### config.mk
export PLATFORM = sky130hd
export DESIGN_NAME = prog_loader_flat
export DESIGN_NICKNAME = d
export VERILOG_FILES = /design/src/rtl/prog_loader_pkg.sv /design/src/rtl/prog_loader_if.sv /design/src/rtl/prog_loader_sat_counter.sv /design/src/rtl/prog_loader.sv /design/src/flat_wrapper.sv
export SDC_FILE = /design/constraint.sdc
export NUM_CORES = 1
export LEC_CHECK = 0
export BUFFER_PORTS_ARGS = -buffer_cell sky130_fd_sc_hd__buf_4
export CAP_MARGIN = 20
export CORE_UTILIZATION = 30
export CTS_BUF_LIST = sky130_fd_sc_hd__clkbuf_2 sky130_fd_sc_hd__clkbuf_4 sky130_fd_sc_hd__clkbuf_8
export CTS_CLUSTER_SIZE = 40
export DETAILED_ROUTE_END_ITERATION = 10
export GPL_TIMING_DRIVEN = 1
export SLEW_MARGIN = 20
export SYNTH_ARGS = -nofsm -noshare
export SYNTH_HDL_FRONTEND = slang
export SYNTH_SLANG_ARGS = --single-unit
### constraint.sdc
create_clock -name CLK -period 6.5 [get_ports CLK]
set_input_delay 1.3 -clock CLK [delete_from_list [all_inputs] [get_ports CLK]]
set_output_delay 1.3 -clock CLK [all_outputs]
set_load 0.01 [all_outputs]
### src/rtl/prog_loader_pkg.sv
// Shared types and widths for the program loader.
package prog_loader_pkg;

    localparam int unsigned LOADER_IW = 9;
    localparam int unsigned LOADER_AW = 16;
    localparam int unsigned RUN_CW    = 32;

    typedef enum logic [2:0] {
        IDLE,
        LOAD,
        START,
        RUN,
        FINISH,
        ERR
    } loader_state_t;

    // One instruction-memory write: address plus word.
    typedef struct packed {
        logic [LOADER_AW-1:0] addr;
        logic [LOADER_IW-1:0] data;
    } imem_wr_t;

    // A transfer in these states begins a fresh program at address 0.
    function automatic logic is_load_entry(input loader_state_t s);
        return (s == IDLE) || (s == FINISH);
    endfunction

endpackage

### src/rtl/prog_loader_if.sv
// Host word stream and instruction-memory write port of the loader.
interface prog_loader_if;
    import prog_loader_pkg::*;

    logic                 in_valid;
    logic                 in_ready;
    logic [LOADER_IW-1:0] in_data;
    logic                 in_last;
    logic                 imem_we;
    logic [LOADER_AW-1:0] imem_addr;
    logic [LOADER_IW-1:0] imem_wdata;

    // Loader side.
    modport slave (
        input  in_valid, in_data, in_last,
        output in_ready, imem_we, imem_addr, imem_wdata
    );

    // Host / memory side.
    modport master (
        output in_valid, in_data, in_last,
        input  in_ready, imem_we, imem_addr, imem_wdata
    );

endinterface

### src/rtl/prog_loader_sat_counter.sv
// Up-counter with enable, synchronous clear and saturation at LIMIT.
module prog_loader_sat_counter #(
    parameter int unsigned W     = 8,
    parameter logic [W-1:0] LIMIT = '1
) (
    input  logic         clk,
    input  logic         rst_n,
    input  logic         en_i,
    input  logic         clr_i,
    output logic [W-1:0] cnt_o
);

    logic [W-1:0] cnt_q, cnt_d;

    // Clear wins over enable; count stops at LIMIT.
    always_comb begin
        cnt_d = cnt_q;
        if (clr_i) begin
            cnt_d = '0;
        end else if (en_i && (cnt_q != LIMIT)) begin
            cnt_d = cnt_q + W'(1);
        end
    end

    // Count register.
    always_ff @(posedge clk or negedge rst_n) begin
        if (!rst_n) begin
            cnt_q <= '0;
        end else begin
            cnt_q <= cnt_d;
        end
    end

    assign cnt_o = cnt_q;

endmodule

### src/rtl/prog_loader.sv
// Streams a program into instruction memory, pulses START, then times the run.
module prog_loader
    import prog_loader_pkg::*;
#(
    parameter int unsigned MAX_WORDS    = 1024,
    parameter int unsigned START_CYCLES = 2,
    parameter int unsigned TIMEOUT      = 1048576
) (
    input  logic                 CLK,
    input  logic                 reset,
    prog_loader_if.slave         bus,
    output logic                 proc_start,
    input  logic                 proc_done,
    output logic [LOADER_AW-1:0] load_count,
    output logic [RUN_CW-1:0]    run_cycles,
    output logic                 run_done,
    output logic                 error
);

    localparam int unsigned SW = $clog2(START_CYCLES + 2);

    localparam logic [LOADER_AW-1:0] MAX_CNT     = LOADER_AW'(MAX_WORDS);
    localparam logic [RUN_CW-1:0]    TIMEOUT_CNT = RUN_CW'(TIMEOUT);
    localparam logic [RUN_CW-1:0]    TIMEOUT_PRE = RUN_CW'(TIMEOUT - 1);
    localparam logic [SW-1:0]        START_CNT   = SW'(START_CYCLES);

    loader_state_t        state_q, state_d;
    logic                 in_ready_q, in_ready_d;
    logic                 we_q, we_d;
    imem_wr_t             wr_q, wr_d;
    logic [LOADER_AW-1:0] lc_q, lc_d;
    logic                 run_done_q, run_done_d;
    logic                 error_q, error_d;
    logic                 proc_start_q, proc_start_d;

    logic                 xfer_c;
    logic                 run_clr_c;
    logic                 run_en_c;
    logic                 start_en_c;
    logic [LOADER_AW-1:0] idx_c;
    logic [LOADER_AW-1:0] cnt_new_c;
    logic [RUN_CW-1:0]    run_cnt;
    logic [SW-1:0]        start_cnt;

    assign xfer_c     = bus.in_valid & in_ready_q;
    assign run_en_c   = (state_q == RUN);
    assign start_en_c = (state_q == START);

    // RUN-cycle timer; frozen outside RUN, cleared when a new load begins.
    prog_loader_sat_counter #(
        .W     (RUN_CW),
        .LIMIT (TIMEOUT_CNT)
    ) u_run_cnt (
        .clk   (CLK),
        .rst_n (reset),
        .en_i  (run_en_c),
        .clr_i (run_clr_c),
        .cnt_o (run_cnt)
    );

    // Cycles spent in START; the first START cycle carries the final write.
    prog_loader_sat_counter #(
        .W     (SW),
        .LIMIT (START_CNT)
    ) u_start_cnt (
        .clk   (CLK),
        .rst_n (reset),
        .en_i  (start_en_c),
        .clr_i (!start_en_c),
        .cnt_o (start_cnt)
    );

    // Next-state and registered-output logic.
    always_comb begin
        state_d      = state_q;
        in_ready_d   = in_ready_q;
        we_d         = 1'b0;
        wr_d         = wr_q;
        lc_d         = lc_q;
        run_done_d   = run_done_q;
        error_d      = error_q;
        proc_start_d = 1'b0;
        run_clr_c    = 1'b0;
        idx_c        = is_load_entry(state_q) ? '0 : lc_q;
        cnt_new_c    = idx_c + LOADER_AW'(1);

        case (state_q)
            IDLE, LOAD, FINISH: begin
                in_ready_d = 1'b1;
                if (xfer_c) begin
                    we_d      = 1'b1;
                    wr_d.addr = idx_c;
                    wr_d.data = bus.in_data;
                    lc_d      = cnt_new_c;
                    if (is_load_entry(state_q)) begin
                        run_done_d = 1'b0;
                        run_clr_c  = 1'b1;
                    end
                    if (bus.in_last) begin
                        in_ready_d = 1'b0;
                        state_d    = START;
                    end else if (cnt_new_c == MAX_CNT) begin
                        in_ready_d = 1'b0;
                        error_d    = 1'b1;
                        state_d    = ERR;
                    end else begin
                        state_d = LOAD;
                    end
                end
            end
            START: begin
                in_ready_d = 1'b0;
                if (start_cnt == START_CNT) begin
                    state_d = RUN;
                end else begin
                    proc_start_d = 1'b1;
                end
            end
            RUN: begin
                in_ready_d = 1'b0;
                if (proc_done) begin
                    run_done_d = 1'b1;
                    in_ready_d = 1'b1;
                    state_d    = FINISH;
                end else if (run_cnt == TIMEOUT_PRE) begin
                    error_d = 1'b1;
                    state_d = ERR;
                end
            end
            ERR: begin
                in_ready_d = 1'b0;
                error_d    = 1'b1;
            end
            default: begin
                in_ready_d = 1'b0;
                state_d    = IDLE;
            end
        endcase
    end

    // State and output registers.
    always_ff @(posedge CLK or negedge reset) begin
        if (!reset) begin
            state_q      <= IDLE;
            in_ready_q   <= 1'b0;
            we_q         <= 1'b0;
            wr_q         <= '0;
            lc_q         <= '0;
            run_done_q   <= 1'b0;
            error_q      <= 1'b0;
            proc_start_q <= 1'b0;
        end else begin
            state_q      <= state_d;
            in_ready_q   <= in_ready_d;
            we_q         <= we_d;
            wr_q         <= wr_d;
            lc_q         <= lc_d;
            run_done_q   <= run_done_d;
            error_q      <= error_d;
            proc_start_q <= proc_start_d;
        end
    end

    assign bus.in_ready   = in_ready_q;
    assign bus.imem_we    = we_q;
    assign bus.imem_addr  = wr_q.addr;
    assign bus.imem_wdata = wr_q.data;
    assign proc_start     = proc_start_q;
    assign load_count     = lc_q;
    assign run_cycles     = run_cnt;
    assign run_done       = run_done_q;
    assign error          = error_q;

endmodule

### src/flat_wrapper.sv
// flat-port wrapper written by rule: the top's interface ports become plain ports
module prog_loader_flat import prog_loader_pkg::*;
#(
    parameter int unsigned MAX_WORDS    = 1024,
    parameter int unsigned START_CYCLES = 2,
    parameter int unsigned TIMEOUT      = 1048576
)
  (CLK, reset, proc_start, proc_done, load_count, run_cycles, run_done, error, bus_in_valid, bus_in_data, bus_in_last, bus_in_ready, bus_imem_we, bus_imem_addr, bus_imem_wdata);
  prog_loader_if bus_i ();
  input  logic CLK;
  input  logic reset;
  output logic proc_start;
  input  logic proc_done;
  output logic [LOADER_AW-1:0] load_count;
  output logic [RUN_CW-1:0] run_cycles;
  output logic run_done;
  output logic error;
  input wire logic [$bits(bus_i.in_valid)-1:0] bus_in_valid;
  input wire logic [$bits(bus_i.in_data)-1:0] bus_in_data;
  input wire logic [$bits(bus_i.in_last)-1:0] bus_in_last;
  output wire logic [$bits(bus_i.in_ready)-1:0] bus_in_ready;
  output wire logic [$bits(bus_i.imem_we)-1:0] bus_imem_we;
  output wire logic [$bits(bus_i.imem_addr)-1:0] bus_imem_addr;
  output wire logic [$bits(bus_i.imem_wdata)-1:0] bus_imem_wdata;
  assign bus_i.in_valid = bus_in_valid;
  assign bus_i.in_data = bus_in_data;
  assign bus_i.in_last = bus_in_last;
  assign bus_in_ready = bus_i.in_ready;
  assign bus_imem_we = bus_i.imem_we;
  assign bus_imem_addr = bus_i.imem_addr;
  assign bus_imem_wdata = bus_i.imem_wdata;
  prog_loader #(.MAX_WORDS(MAX_WORDS), .START_CYCLES(START_CYCLES), .TIMEOUT(TIMEOUT)) u_core (.CLK(CLK), .reset(reset), .bus(bus_i), .proc_start(proc_start), .proc_done(proc_done), .load_count(load_count), .run_cycles(run_cycles), .run_done(run_done), .error(error));
endmodule
After elaboration in Yosys (flattened, before gate mapping) --
Cells that the tools add are included.
Storage, ports and cells: flip-flop bits (word level) 83, output and inout bits 78, input bits 14
Operators by class: mux-type cells 34, add/sub/neg operators 3, reduce and logical (&&, ||, !) cells 12, eq/ne operators 20, bitwise operators 2
Operators with widths (number):
- 32-bit 2-to-1 mux | 2
- 32-bit by 1-bit adder with 32-bit output, second input constant | 1
- 32-bit by 20-bit equality test with 1-bit output, second input constant | 1
- 32-bit by 21-bit inequality test with 1-bit output, second input constant | 1
- 1-bit 2-to-1 mux | 19
- 3-bit 2-to-1 mux | 6
- 16-bit by 1-bit adder with 16-bit output, second input constant | 1
- 16-bit by 11-bit equality test with 1-bit output, second input constant | 1
- 16-bit 2-to-1 mux | 1
- 2-bit by 1-bit inequality test with 1-bit output, second input constant | 6
- 3-bit case mux with 4 select lines | 1
- 2-bit inequality test, second input constant | 4
- 4-bit AND reduction | 2
- 3-bit by 2-bit equality test with 1-bit output, second input constant | 2
- 3-bit equality test, second input constant | 2
- 6-bit AND reduction | 1
- 2-bit 2-to-1 mux | 2
- 1-bit case mux with 2 select lines | 2
- 2-bit nonzero test | 2
- 3-bit by 1-bit equality test with 1-bit output, second input constant | 1
- 3-bit zero test | 1
- 3-bit by 2-bit inequality test with 1-bit output, second input constant | 1
- 1-bit case mux with 3 select lines | 1
- 3-bit nonzero test | 1
- other kinds (8) | 9

Longest topological paths before layout --
word-level depth 9, depth in mapped cells 12

By module --
A second synthesis with hierarchy kept.
Unflattened totals: cell total of the unflattened synthesis 506, area, all modules 4474.3 um2
Modules (own cells, without submodules):
- prog_loader | cells an instance 308, instances 1, area an instance 2578.7 um2, seq. area each 1226.2 um2
- prog_loader_sat_counter at u_core.u_run_cnt | cells an instance 187, instances 1, area an instance 1765.4 um2, seq. area each 800.8 um2
- prog_loader_sat_counter at u_core.u_start_cnt | cells an instance 11, instances 1, area an instance 130.1 um2, seq. area each 50.0 um2

Worst setup path before layout --
OpenSTA, ideal clock, no wires.
kind register -> register, start point register u_core.state_q[0], end point register u_core.in_ready_q (netlist: u_core.bus.in_ready), data required time 6380 ps, data arrival time 2858 ps, path buffers 3, setup time 120 ps, stages on the path, launching flop included 13, setup slack 3522 ps, cells stage by stage dfrtp_1 > buf_4 > or2_2 > buf_2 > buf_1 > and2_1 > ha_1 > or2_2 > a21oi_1 > o22ai_1 > a2111oi_2 > o311ai_1 > a31o_2
Between the ends: cells in the longest elaborated chain, start to end 9
Ends and longest elaborated chain:
- start, declared | line prog_loader.sv:27 | loader_state_t state_q, state_d;
- start signal, assigned | line prog_loader.sv:153 | state_q <= state_d;
- 3-bit equality test / 3-bit zero test (equally long branches) | line prog_loader_pkg.sv:25 | return (s == IDLE) || (s == FINISH);
- 1-bit logical OR (*) | line prog_loader_pkg.sv:25
- 16-bit 2-to-1 mux (*) | line prog_loader.sv:84 | idx_c = is_load_entry(state_q) ? '0 : lc_q;
- net u_core.idx_c[0] | line prog_loader.sv:40 | logic [LOADER_AW-1:0] idx_c;
- 16-bit by 1-bit adder with 16-bit output (*) | line prog_loader.sv:85 | cnt_new_c = idx_c + LOADER_AW'(1);
- 16-bit by 11-bit equality test with 1-bit output (*) | line prog_loader.sv:102 | end else if (cnt_new_c == MAX_CNT) begin
- 1-bit 2-to-1 mux (*) | line prog_loader.sv:102
- 1-bit 2-to-1 mux (*) | line prog_loader.sv:99 | if (bus.in_last) begin
- 1-bit 2-to-1 mux (*) | line prog_loader.sv:90 | if (xfer_c) begin
- 1-bit case mux with 2 select lines (*) | line prog_loader.sv:87 | case (state_q)
- net u_core.in_ready_d | line prog_loader.sv:28 | logic in_ready_q, in_ready_d;
- end signal, assigned | line prog_loader.sv:154 | in_ready_q <= in_ready_d;
- end, declared | line prog_loader.sv:28
The timed path passes the listed nets; every way through them passes the cells marked *. A chain may end at the register's enable or synchronous reset.

Worst setup path after layout --
start point register u_core.state_q[1], end point register u_core.in_ready_q (netlist: u_core.bus.in_ready)
The elaborated chain is that of the path after synthesis.

==> results.sh <==
export IMPL_run_status="completed"
export IMPL_clk_latency_ps=350
export IMPL_drive_above_1_share=0.227
export IMPL_die_area_mm2=0.0149
export IMPL_worst_slew_pin_transition_ps=906
export IMPL_drc=0
export IMPL_maxCapViolCount=0
export IMPL_wl_met2_um=5530
export IMPL_globalplace_congestion=0.877
export IMPL_synth_area_leaders="dfrtp_1, nand2_1, o21ai_0"
export IMPL_async_reset_ff_frac=1.00
export IMPL_die_w_um=122
export IMPL_post_drt_wl_per_cell_um=14.9
export IMPL_slowest_stage="dfrtp_1"
export IMPL_dp_hpwl_um=7870
export IMPL_rows=43
export IMPL_finalHoldViolCount=0
export IMPL_rsz0062_at_grt="no"
export IMPL_cts_buffers=9
export IMPL_synth_common_cells="nand2_1, dfrtp_1, nor2_1, o21ai_0, nand3_1"
export IMPL_leakagePower_nw=2.47
export IMPL_fin_skew_ps=15.9
export IMPL_ff2ff_setup_slack_ps=3320
export IMPL_grt_max_degree=60
export IMPL_grt_pass1_wl_um=18700
export IMPL_clkTransAtPathRegs_ps=80
export IMPL_routed_wl_um=11200
export IMPL_diodes=0
export IMPL_nNetsFinal=592
export IMPL_preCtsSetupSlack_ps=3080
export IMPL_dr_wl_met3_um=582
export IMPL_timing_final_max_slew_violations=0
export IMPL_fill_cells=1434
export IMPL_arrival_ps=3430
export IMPL_cp_num_buf_inv=0
export IMPL_setup_slack_ps=3320
export IMPL_synth_flop_cell="dfrtp_1"
export IMPL_ys_types=53
export IMPL_fin_crit_ps=3180
export IMPL_fin_total_pwr_mw=1.90
export IMPL_clock_sinks=83
export IMPL_ys_ff_latch=83
export IMPL_synthesis_nets=507
export IMPL_max_freq_mhz=314
export IMPL_cp_required_ps=6750
export IMPL_postRouteAntennaNets=0
export IMPL_clock_root_buffer="clkbuf_8"
export IMPL_clockBufferDepth=2
export IMPL_path_cells="or2_2 -> and2_1 -> ha_1 -> nand3_1 -> nor3_1 -> xnor2_1 -> a2111oi_2 -> o311ai_1 -> a31o_2"
export IMPL_synth_area_leader_cell="dfrtp_1"
export IMPL_cts_htree_levels=3
export IMPL_grt_total_usage=0.158
export IMPL_crit_path_start_kind="register"
export IMPL_port_buffers=91
export IMPL_synth_cell_area_mm2=0.00433
export IMPL_avgSynthCellArea_um2=8.88
export IMPL_cts_tree="built"
export IMPL_vdd_drop_max_v=0.000155
export IMPL_timing_setup_tns_ps=0
export IMPL_dr_pass1_iters=4
export IMPL_core_area_mm2=0.0140
export IMPL_end_kind="register"
export IMPL_drt_initial_drc_count=299
export IMPL_postCtsHoldBufs=0
export IMPL_die_y_um=122
export IMPL_synth_edf_count=0
export IMPL_syn_instance_count=488
export IMPL_synth_top_area_frac=0.479
export IMPL_finalSetupViolations=0
export IMPL_antenna_found_initial=0
export IMPL_max_stage_delay_ps=510
export IMPL_utilization=0.385
export IMPL_power_density_mw_per_mm2=353
export IMPL_synth_most_common_cell="nand2_1"
export IMPL_io_pins=92
export IMPL_yosys_warnings=0
export IMPL_path_class="reg -> reg"
export IMPL_area_delta_synth_final_pct=24.3
export IMPL_overflow=0
export IMPL_post_cts_buffers=0
export IMPL_vias=3858
export IMPL_cts_resized=0
export IMPL_hold_path_class="reg -> reg"
export IMPL_cp_top_family="simple AND/OR/NAND/NOR gates"
export IMPL_top_layer_used="met4"
export IMPL_final_period_utilization=0.490
export IMPL_grt_pass1_vias=3767
export IMPL_start_util=0.310
export IMPL_viasPerCell=5.10
export IMPL_yosysSeqAreaShare=0.479
export IMPL_wl_met1_um=4990
export IMPL_cp_max_fo=22
export IMPL_max_slew_margin_rel=0.395
==> worst paths after layout <==
kind / to / cells past startpoint / start
max reg2reg: u_core.bus.in_ready / 9 / u_core.state_q[1]
max in group asynchronous: u_core.load_count[13] / 2 / reset
min in group asynchronous: u_core.u_run_cnt.cnt_o[7] / 1 / reset
max: u_core.bus.in_ready / 9 / u_core.state_q[1]
min: u_core.bus.imem_addr[5] / 2 / u_core.bus.imem_addr[5]
min reg2reg: u_core.bus.imem_addr[5] / 2 / u_core.bus.imem_addr[5]
==> where the power goes <==
group	internal (mW)	leakage, nW	switching [mW]
registers	0.633	1.12	0.149
logic	0.309	1.24	0.408
clock network	0.221	0.106	0.180
==> area by class of cell <==
class	instances	area, um^2	share of cell area
inverters	16	60.1	0.0111
repair buffers	96	721	0.134
multi-input cells	367	2100	0.390
well taps	180	225	0.0418
clock inverters	3	65.1	0.0121
clock buffers	11	139	0.0258
flip-flops and latches	83	2080	0.386
==> cells in the final DEF (no fill, tap or decap), types with 9 or more instances in the layout <==
cell type  Yosys  layout
buf_4          2      96
nand2_1       93      93
dfrtp_1       83      83
nor2_1        39      38
o21ai_0       37      37
nand3_1       29      29
a21oi_1       27      27
inv_1         14      14
nor3_1        14      14
or3_1         14      14
xnor2_1       14      14
nand4_1       13      13
nor4_1        11      11
xor2_1         9       9
clkbuf_8       0       9
==> metal layers <==
metal	up-vias	global-route usage
met5	-	0
met4	0	0.0473
met3	12	0.0337
met2	113	0.262
met1	1854	0.206
li1	1879	-
==> worst min-delay path: cells and delay by family (launching register included) <==
| kind | cells | cell delay [ps] |
|---|---|---|
| simple gates | 2 | 100 |
| flops | 1 | 350 |
==> per-stage QoR <==
step | cells | cell area (um^2) | hold WS (ps)
after floorplan | 488 | 4330 | 488
after global placement | 742 | 5180 | 465
after detailed placement | 742 | 5180 | 462
after CTS | 756 | 5390 | 483
after global routing | 756 | 5390 | 500
final | 756 | 5390 | 481
==> flip-flops by register name, indices dropped and copies added, names as in the netlist, 2 cells and up <==
name and flops:
u_core.bus.imem_addr 16, u_core.bus.imem_wdata 9, u_core.load_count 16, u_core.state_q 3
u_core.u_run_cnt.cnt_o 32, u_core.u_start_cnt.cnt_o 2
==> kinds of logic (layout without fill, tap and decap cells) <==
family / Yosys count / after routing / synth area share
simple gates: 242 / 242 / 0.280
compound gates: 91 / 91 / 0.129
flops: 83 / 83 / 0.479
buf+inv: 38 / 126 / 0.0367
xor+xnor: 23 / 23 / 0.0465
mux: 6 / 6 / 0.0144
fa+ha+maj: 5 / 5 / 0.0144
(Power assumes the default switching activity.)
